**config.mk**
```make
export PLATFORM = sky130hd
export DESIGN_NAME = eeprom_i2c_master
export DESIGN_NICKNAME = d
export VERILOG_FILES = /design/src/rtl/eeprom_i2c_master.sv
export SDC_FILE = /design/constraint.sdc
export NUM_CORES = 1
export LEC_CHECK = 0
export BUFFER_PORTS_ARGS = -buffer_cell sky130_fd_sc_hd__buf_2
export CAP_MARGIN = 20
export CORE_MARGIN = 2
export CORE_UTILIZATION = 51
export DETAILED_ROUTE_END_ITERATION = 10
export GPL_TIMING_DRIVEN = 0
export PLACE_DENSITY = 0.75
export SYNTH_ARGS = -nofsm -noshare
export SYNTH_HDL_FRONTEND = slang
export SYNTH_SLANG_ARGS = --single-unit
```
**constraint.sdc**
```tcl
create_clock -name clk -period 2.2 [get_ports clk]
set_input_delay 0.44 -clock clk [delete_from_list [all_inputs] [get_ports clk]]
set_output_delay 0.44 -clock clk [all_outputs]
set_load 0.02 [all_outputs]
```
**src/rtl/eeprom_i2c_master.sv**
```systemverilog
// -----------------------------------------------------------------------------
// eeprom_i2c_master
//   Byte-level I2C initiator for the cartridge serial EEPROM. A small command
//   engine generates the open-drain SCL/SDA waveforms. It takes START, STOP,
//   WRITE-byte and READ-byte commands through a valid/ready handshake. Each
//   byte command (or illegal command) produces one response pulse.
//
// Ports
//   clk        system clock
//   reset      asynchronous, active-low reset
//   cmd_valid  command offered           cmd_ready  engine can accept
//   cmd        00 START, 01 STOP, 10 WRITE, 11 READ
//   cmd_data   byte to transmit (WRITE)  cmd_nack   master ack bit (READ)
//   rsp_valid  one-cycle response pulse  rsp_data   received byte (READ)
//   rsp_nack   slave ack (WRITE) / echo of cmd_nack (READ)
//   rsp_err    command illegal in current bus state
//   busy       bus owned (START done, STOP not yet finished)
//   scl_out    1 = release SCL, 0 = drive low
//   sda_out    1 = release SDA, 0 = drive low
//   scl_in     sampled SCL pin (used for clock stretching)
//   sda_in     sampled SDA pin
// -----------------------------------------------------------------------------
module eeprom_i2c_master #(
   parameter int CLK_DIV = 4
) (
   input  logic       clk,
   input  logic       reset,
   input  logic       cmd_valid,
   output logic       cmd_ready,
   input  logic [1:0] cmd,
   input  logic [7:0] cmd_data,
   input  logic       cmd_nack,
   output logic       rsp_valid,
   output logic [7:0] rsp_data,
   output logic       rsp_nack,
   output logic       rsp_err,
   output logic       busy,
   output logic       scl_out,
   output logic       sda_out,
   input  logic       scl_in,
   input  logic       sda_in
);

   localparam int CW = (CLK_DIV > 2) ? $clog2(CLK_DIV) : 1;
   localparam logic [CW-1:0] CNT_MAX = CW'(CLK_DIV - 1);

   localparam logic [1:0] CMD_START = 2'b00;
   localparam logic [1:0] CMD_STOP  = 2'b01;
   localparam logic [1:0] CMD_WRITE = 2'b10;
   localparam logic [1:0] CMD_READ  = 2'b11;

   // ST_WAIT is a one-cycle turnaround used after commands rejected in FREE,
   // so cmd_ready drops for one cycle like after any other acceptance.
   typedef enum logic [2:0] {
      ST_FREE,
      ST_HELD,
      ST_START,
      ST_STOP,
      ST_BYTE,
      ST_WAIT
   } state_t;

   state_t          state_q, state_d;
   logic [1:0]      qtr_q, qtr_d;
   logic [CW-1:0]   cnt_q, cnt_d;
   logic [3:0]      slot_q, slot_d;
   logic [7:0]      tx_q, tx_d;
   logic [7:0]      rx_q, rx_d;
   logic            read_q, read_d;
   logic            nack_q, nack_d;
   logic            busy_q, busy_d;
   logic            scl_q, scl_d;
   logic            sda_q, sda_d;
   logic            rsp_valid_q, rsp_valid_d;
   logic [7:0]      rsp_data_q, rsp_data_d;
   logic            rsp_nack_q, rsp_nack_d;
   logic            rsp_err_q, rsp_err_d;

   logic            accept;
   logic            tick;
   logic            qend;
   logic            seq_done;

   assign cmd_ready = (state_q == ST_FREE) || (state_q == ST_HELD);
   assign accept    = cmd_valid && cmd_ready;

   // Timer only advances while SCL is driven low or the pin has actually
   // gone high; a slave holding SCL low freezes the current quarter.
   assign tick     = !scl_q || scl_in;
   assign qend     = tick && (cnt_q == CNT_MAX);
   assign seq_done = qend && (qtr_q == 2'd3);

   always_ff @(posedge clk or negedge reset) begin
      if (!reset) begin
         state_q     <= ST_FREE;
         qtr_q       <= 2'd0;
         cnt_q       <= '0;
         slot_q      <= 4'd0;
         tx_q        <= 8'h00;
         rx_q        <= 8'h00;
         read_q      <= 1'b0;
         nack_q      <= 1'b0;
         busy_q      <= 1'b0;
         scl_q       <= 1'b1;
         sda_q       <= 1'b1;
         rsp_valid_q <= 1'b0;
         rsp_data_q  <= 8'h00;
         rsp_nack_q  <= 1'b0;
         rsp_err_q   <= 1'b0;
      end else begin
         state_q     <= state_d;
         qtr_q       <= qtr_d;
         cnt_q       <= cnt_d;
         slot_q      <= slot_d;
         tx_q        <= tx_d;
         rx_q        <= rx_d;
         read_q      <= read_d;
         nack_q      <= nack_d;
         busy_q      <= busy_d;
         scl_q       <= scl_d;
         sda_q       <= sda_d;
         rsp_valid_q <= rsp_valid_d;
         rsp_data_q  <= rsp_data_d;
         rsp_nack_q  <= rsp_nack_d;
         rsp_err_q   <= rsp_err_d;
      end
   end

   always_comb begin
      state_d     = state_q;
      qtr_d       = qtr_q;
      cnt_d       = cnt_q;
      slot_d      = slot_q;
      tx_d        = tx_q;
      rx_d        = rx_q;
      read_d      = read_q;
      nack_d      = nack_q;
      busy_d      = busy_q;
      rsp_valid_d = 1'b0;
      rsp_data_d  = rsp_data_q;
      rsp_nack_d  = rsp_nack_q;
      rsp_err_d   = rsp_err_q;
      scl_d       = scl_q;
      sda_d       = sda_q;

      case (state_q)
         ST_FREE, ST_HELD: begin
            if (accept) begin
               qtr_d = 2'd0;
               cnt_d = '0;
               case (cmd)
                  CMD_START: state_d = ST_START;
                  CMD_STOP:  state_d = (state_q == ST_HELD) ? ST_STOP : ST_WAIT;
                  CMD_WRITE, CMD_READ: begin
                     if (state_q == ST_HELD) begin
                        state_d = ST_BYTE;
                        slot_d  = 4'd0;
                        tx_d    = cmd_data;
                        rx_d    = 8'h00;
                        read_d  = (cmd == CMD_READ);
                        nack_d  = cmd_nack;
                     end else begin
                        // No bus owned: reject without touching the lines.
                        state_d     = ST_WAIT;
                        rsp_valid_d = 1'b1;
                        rsp_err_d   = 1'b1;
                        rsp_data_d  = 8'h00;
                        rsp_nack_d  = 1'b1;
                     end
                  end
                  default: state_d = state_q;
               endcase
            end
         end

         ST_WAIT: state_d = ST_FREE;

         ST_START, ST_STOP, ST_BYTE: begin
            if (tick) begin
               cnt_d = qend ? '0 : cnt_q + 1'b1;
            end
            if (qend) begin
               qtr_d = qtr_q + 2'd1;
            end
            if (seq_done) begin
               if (state_q == ST_START) begin
                  state_d = ST_HELD;
                  busy_d  = 1'b1;
               end else if (state_q == ST_STOP) begin
                  state_d = ST_FREE;
                  busy_d  = 1'b0;
               end else if (slot_q == 4'd8) begin
                  state_d     = ST_HELD;
                  rsp_valid_d = 1'b1;
                  rsp_err_d   = 1'b0;
                  rsp_data_d  = read_q ? rx_q : 8'h00;
                  rsp_nack_d  = read_q ? nack_q : sda_in;
               end else begin
                  slot_d = slot_q + 4'd1;
                  if (read_q) begin
                     rx_d = {rx_q[6:0], sda_in};
                  end else begin
                     tx_d = {tx_q[6:0], 1'b0};
                  end
               end
            end
         end

         default: state_d = ST_FREE;
      endcase

      // Line levels are decoded from the next state so the registered pins
      // line up exactly with the quarter they belong to.
      case (state_d)
         ST_HELD: begin
            scl_d = 1'b0;
            sda_d = sda_q;   // SDA only moves again at the next q0
         end
         ST_START: begin
            scl_d = (qtr_d == 2'd1) || (qtr_d == 2'd2);
            sda_d = (qtr_d == 2'd0) || (qtr_d == 2'd1);
         end
         ST_STOP: begin
            scl_d = (qtr_d != 2'd0);
            sda_d = qtr_d[1];
         end
         ST_BYTE: begin
            scl_d = qtr_d[1];
            if (slot_d == 4'd8) begin
               sda_d = read_d ? nack_d : 1'b1;
            end else begin
               sda_d = read_d ? 1'b1 : tx_d[7];
            end
         end
         default: begin
            scl_d = 1'b1;
            sda_d = 1'b1;
         end
      endcase
   end

   assign rsp_valid = rsp_valid_q;
   assign rsp_data  = rsp_data_q;
   assign rsp_nack  = rsp_nack_q;
   assign rsp_err   = rsp_err_q;
   assign busy      = busy_q;
   assign scl_out   = scl_q;
   assign sda_out   = sda_q;

endmodule

```
# After elaboration in Yosys (flattened, before gate mapping)
# Cells that the tools add are included.
# Widths: inputs -> output; s select.
# word_totals
elab_cells,158
rom_bits,0
latchBits,0
inputBits,16
mem_count,0
mem_bits_rw,0
out_inout_bits,15
reg_bits,43
# op_classes
shifts,0
muxes,88
addsub,3
n_reduce_logical,22
mul,0
bitwise,0
eq_ne,29
div,0
n_lt_le_gt_ge,0
# op_table
op,n
$mux 8,24
$pmux 8 s2,3
$mux 1,33
$mux 4,7
$ne 2x2->1 const B,11
$mux 3,6
$reduce_and 9->1,2
$eq 3x2->1 const B,4
$eq 2x2->1 const B,5
$mux 2,5
$pmux 3 s3,1
$eq 4x4->1 const B,2
$pmux 1 s4,2
$pmux 2 s2,2
$pmux 4 s2,1
$reduce_and 8->1,1
$eq 3x1->1 const B,2
$eq 3x3->1 const B,2
$pmux 1 s2,3
$pmux 3 s2,1
$reduce_and 3->1,2
$reduce_bool 2->1,3
$add 2x1->2 const B,2
$add 4x1->4 const B,1
other kinds (9),17

# Depth between registers and ports, before layout
# logic_depth
word_depth,9
mapped_depth,11
depth_no_buf,10

# Least setup slack after synthesis
# No wires, ideal clock.
# synth_path
path_kind,register -> register
startpoint,register state_q[0]
endpoint,"register scl_q, in the netlist scl_out"
path_buffers,2
period_less_slack_ns,2.233
setup_slack_ns,-0.033
required_time_ns,2.116
t_arrival_ns,2.149
path_stages_with_launch,12
cell_sequence,dfrtp_1 -> buf_6 -> or3b_4 -> buf_6 -> nand2_1 -> nand3_1 -> mux2_2 -> ha_1 -> inv_1 -> mux2i_1 -> a211oi_1 -> a21oi_1
# synth_between
elab_chain_cells,8
# synth_rtl
element,line,source
"start, declared",63,"state_t state_q, state_d;"
"start signal, assigned",111,state_q <= state_d;
"parallel branches: the longest is 7 deep, another holds $eq 3x1->1",-,
$pmux 1 s4 (*),214,case (state_d)
via scl_d,72,"logic scl_q, scl_d;"
"end signal, assigned",120,scl_q <= scl_d;
"end, declared",72,
# Mark *: on every way through the listed nets, which the timed path passes.
# A chain may end at the register's enable or synchronous reset.

# Final worst setup path
# Ends and elaborated chain as after synthesis.

==> metrics.md <==
| Metric | Value |
|---|---|
| Slew @ Worst Pin | 0.936 ns |
| TritonCTS clock tree | yes |
| Internal | 1.99 mW |
| Setup violators final | 0 |
| Worst path required time | 2.43 ns |
| CP Capture Type | flop |
| DR WL/cell | 15.3 µm |
| Clock power frac | 18.7% |
| Clock transition at the registers of the reported paths | 0.08 ns |
| Sink Count | 43 |
| Synth Instances | 230 |
| Initial Util | 52.4% |
| Worst EP arrival | 2.37 ns |
| Synthesized area | 2250 µm² |
| Multi-input logic area | 1140 µm² |
| Startpoint Class | flop |
| CTS Buf Count | 5 |
| Hold Fails Final Rpt | 0 |
| Final Skew | 0.00638 ns |
| Sequential area share after synthesis | 47.9% |
| R2r worst-path depth | 11 |
| Unique masters post-synth | 53 |
| Syn_nets | 251 |
| Pins over their slew limit | 0 |
| Die H | 70.5 µm |
| R2R Path End | scl_out$_DFF_PN1_ |
| Hold slack | 0.277 ns |
| Antenna Nets Post-Route | 0 |
| CTS root buf | clkbuf_8 |
| Top_reg_cell synth | dfrtp_1 |
| Setup TNS | 0 ns |
| Reg2Reg Setup Slack | 0.06 ns |
| First-pass DRT Iterations | 5 |
| Initial antenna violation count | 0 |
| Commonest non-fill, non-tap cell in the layout | dfrtp_1 |
| Grt total ovfl | 0 |
| Routed vias/inst | 5.81 |
| Layout Nets | 295 |
| Comb power frac | 46.4% |
| Achievable Freq | 467 MHz |
| DRC | 0 |
| Cts hold-fix bufs | 0 |
| Fill count | 363 |
| #FFs+latches synth | 43 |
| H-tree depth | 2 |
| Critical path class | flop to flop |
| Clock buffer depth | 2 |
| Ant. Diodes | 0 |
| I/O pin cnt | 31 |
| RSZ-0062 raised after global routing | true |
| Max Fanout on Critical Path | 6 |
| Post-synth EDFFs | 0 |
| Share of cells above drive strength 1 | 30.9% |
| 1st-iter DRT viols | 133 |
| PwrDens | 1200 nW/µm² |
| Area Overhead vs Synth | 22.4% |
| Max capacitance violation total | 0 |
| Post-layout util | 64.2% |
| Slew margin rel. | 37.6% |
| Reg power frac | 34.9% |
| Most frequent cells in the layout | dfrtp_1, nand2_1, buf_2, o21ai_0, inv_1 |
| Total die area | 4960 µm² |
| Avg Inst Size Synth | 9.79 µm² |
| # rows | 24 |
| Routability cong. | 0.841 |
| Status | finished, final reports clean |
| Min-delay worst type | input port to async pin |
| First-pass GRT wire length | 8.56 mm |
| Core Region | 4290 µm² |
| RR Startpoint | state_q[0]$_DFF_PN0_ |
| Vias | 1900 |
| PortBufs | 30 |
| VDD IR-drop max | 0.787 mV |
| Total Power | 3.31 mW |
| Ys async rst share | 100% |
| Leakage | 1.29 nW |
| Detailed Place HPWL | 3.34 mm |
| Net Switching | 1.31 mW |
| Dpl cell area | 2470 µm² |
| Period utilization | 97.4% |
| Number of global-route vias before repair | 1862 |
| Synth warn | 0 |
| Die width | 70.5 µm |
| Tmin final | 2.14 ns |
| Clk_lat worst skew | 0.30 ns |
| Largest net degree at the start of global routing | 44 |
| Storage element area | 1080 µm² |
| Final instance area | 2760 µm² |
| Routed wire length | 5.01 mm |
| Switching share of power | 39.7% |
| Gr usage total | 21.6% |
==> worst max path at each step <==
stage                              start                end  slack, ns
floorplan           state_q[0]$_DFF_PN0_  scl_out$_DFF_PN1_       0.03
global placement    state_q[0]$_DFF_PN0_  scl_out$_DFF_PN1_      -0.10
detailed placement  state_q[0]$_DFF_PN0_  scl_out$_DFF_PN1_      -0.12
CTS                 state_q[1]$_DFF_PN0_  scl_out$_DFF_PN1_    0.00001
global route        state_q[2]$_DFF_PN0_  scl_out$_DFF_PN1_      -0.05
finish              state_q[0]$_DFF_PN0_  scl_out$_DFF_PN1_       0.06
==> Yosys cell counts, types with 3 or more instances <==
master,number,area [µm²]
nand3_1,8,40.0
o21ai_0,24,120
a222oi_1,6,60.1
ha_1,5,62.6
inv_1,19,71.3
mux2_2,3,33.8
nand2_1,40,150
o31ai_1,3,22.5
nand2b_1,7,43.8
a21oi_1,6,30.0
clkbuf_1,6,22.5
nor2_1,5,18.8
nand4_1,4,25.0
mux2i_1,4,40.0
dfrtp_1,41,1030
nor4_1,3,18.8
==> final cells by class <==
type                            instances  share of cell area, %
Multi-Input combinational cell        157                   41.3
Sequential cell                        43                   39.1
Timing Repair Buffer                   37                   7.81
Buffer                                 11                   2.72
Inverter                               19                   2.59
Clock buffer                            5                   2.50
Tap cell                               52                   2.36
Clock inverter                          3                   1.59
==> timing repair <==
action | 4_1_cts | 5_1_grt
pin swaps | 3 | 2
gates resized for setup | 9 | 20
endpoints found under the setup margin | 4 | 21
setup buffers | 6 | 1
==> power by group through the flow <==
stage	combinational, mW	sequential [mW]	clock, mW
2_1_floorplan	0.927	1.18	0
3_3_place_gp	1.24	1.16	0
3_5_place_dp	1.27	1.16	0
4_1_cts	1.43	1.14	0.632
5_1_grt	1.67	1.18	0.668
6_report	1.53	1.16	0.618
==> state kept, by name, summed over array words and instances (netlist names), 2 cells and up <==
register  flops
rx_q          8
rsp_data      8
tx_q          8
qtr_q         2
state_q       3
cnt_q         2
slot_q        4
==> routing by layer <==
layer / track usage (%) / part of all wire (%) / up-vias
li1: - / - / 911
met1: 27.8 / 44 / 924
met2: 35.6 / 50 / 54
met3: 5.48 / 5.2 / 11
met4: 7.05 / 1.5 / 0
met5: 0 / 0 / -
==> cell families (layout without fill, tap and decap cells) <==
kind of cell    Yosys count  count (layout)  synth area share, %
fa+ha+maj                 5               5                 2.78
simple gates             83              83                 20.1
mux                       7               7                 3.28
flops                    43              43                 47.9
compound gates           62              62                 20.1
buf+inv                  30              75                 5.94
==> per-stage QoR <==
| stage | std cells | worst slack [ns] |
|---|---|---|
| after floorplan | 230 | 0.0283 |
| after global placement | 312 | -0.103 |
| after detailed placement | 312 | -0.121 |
| after CTS | 326 | 0.0000129 |
| after global routing | 327 | -0.0533 |
| final | 327 | 0.0582 |
==> worst max-delay path, cell delays in order, from the launching register on <==
cell	delay (ns)
dfrtp_1	0.38
buf_6	0.12
or3b_4	0.40
buf_8	0.16
nand2_8	0.06
nand3_2	0.08
mux2_4	0.31
ha_4	0.26
inv_2	0.02
mux2i_1	0.11
a211oi_1	0.05
a21oi_1	0.12
(Power assumes the default switching activity.)
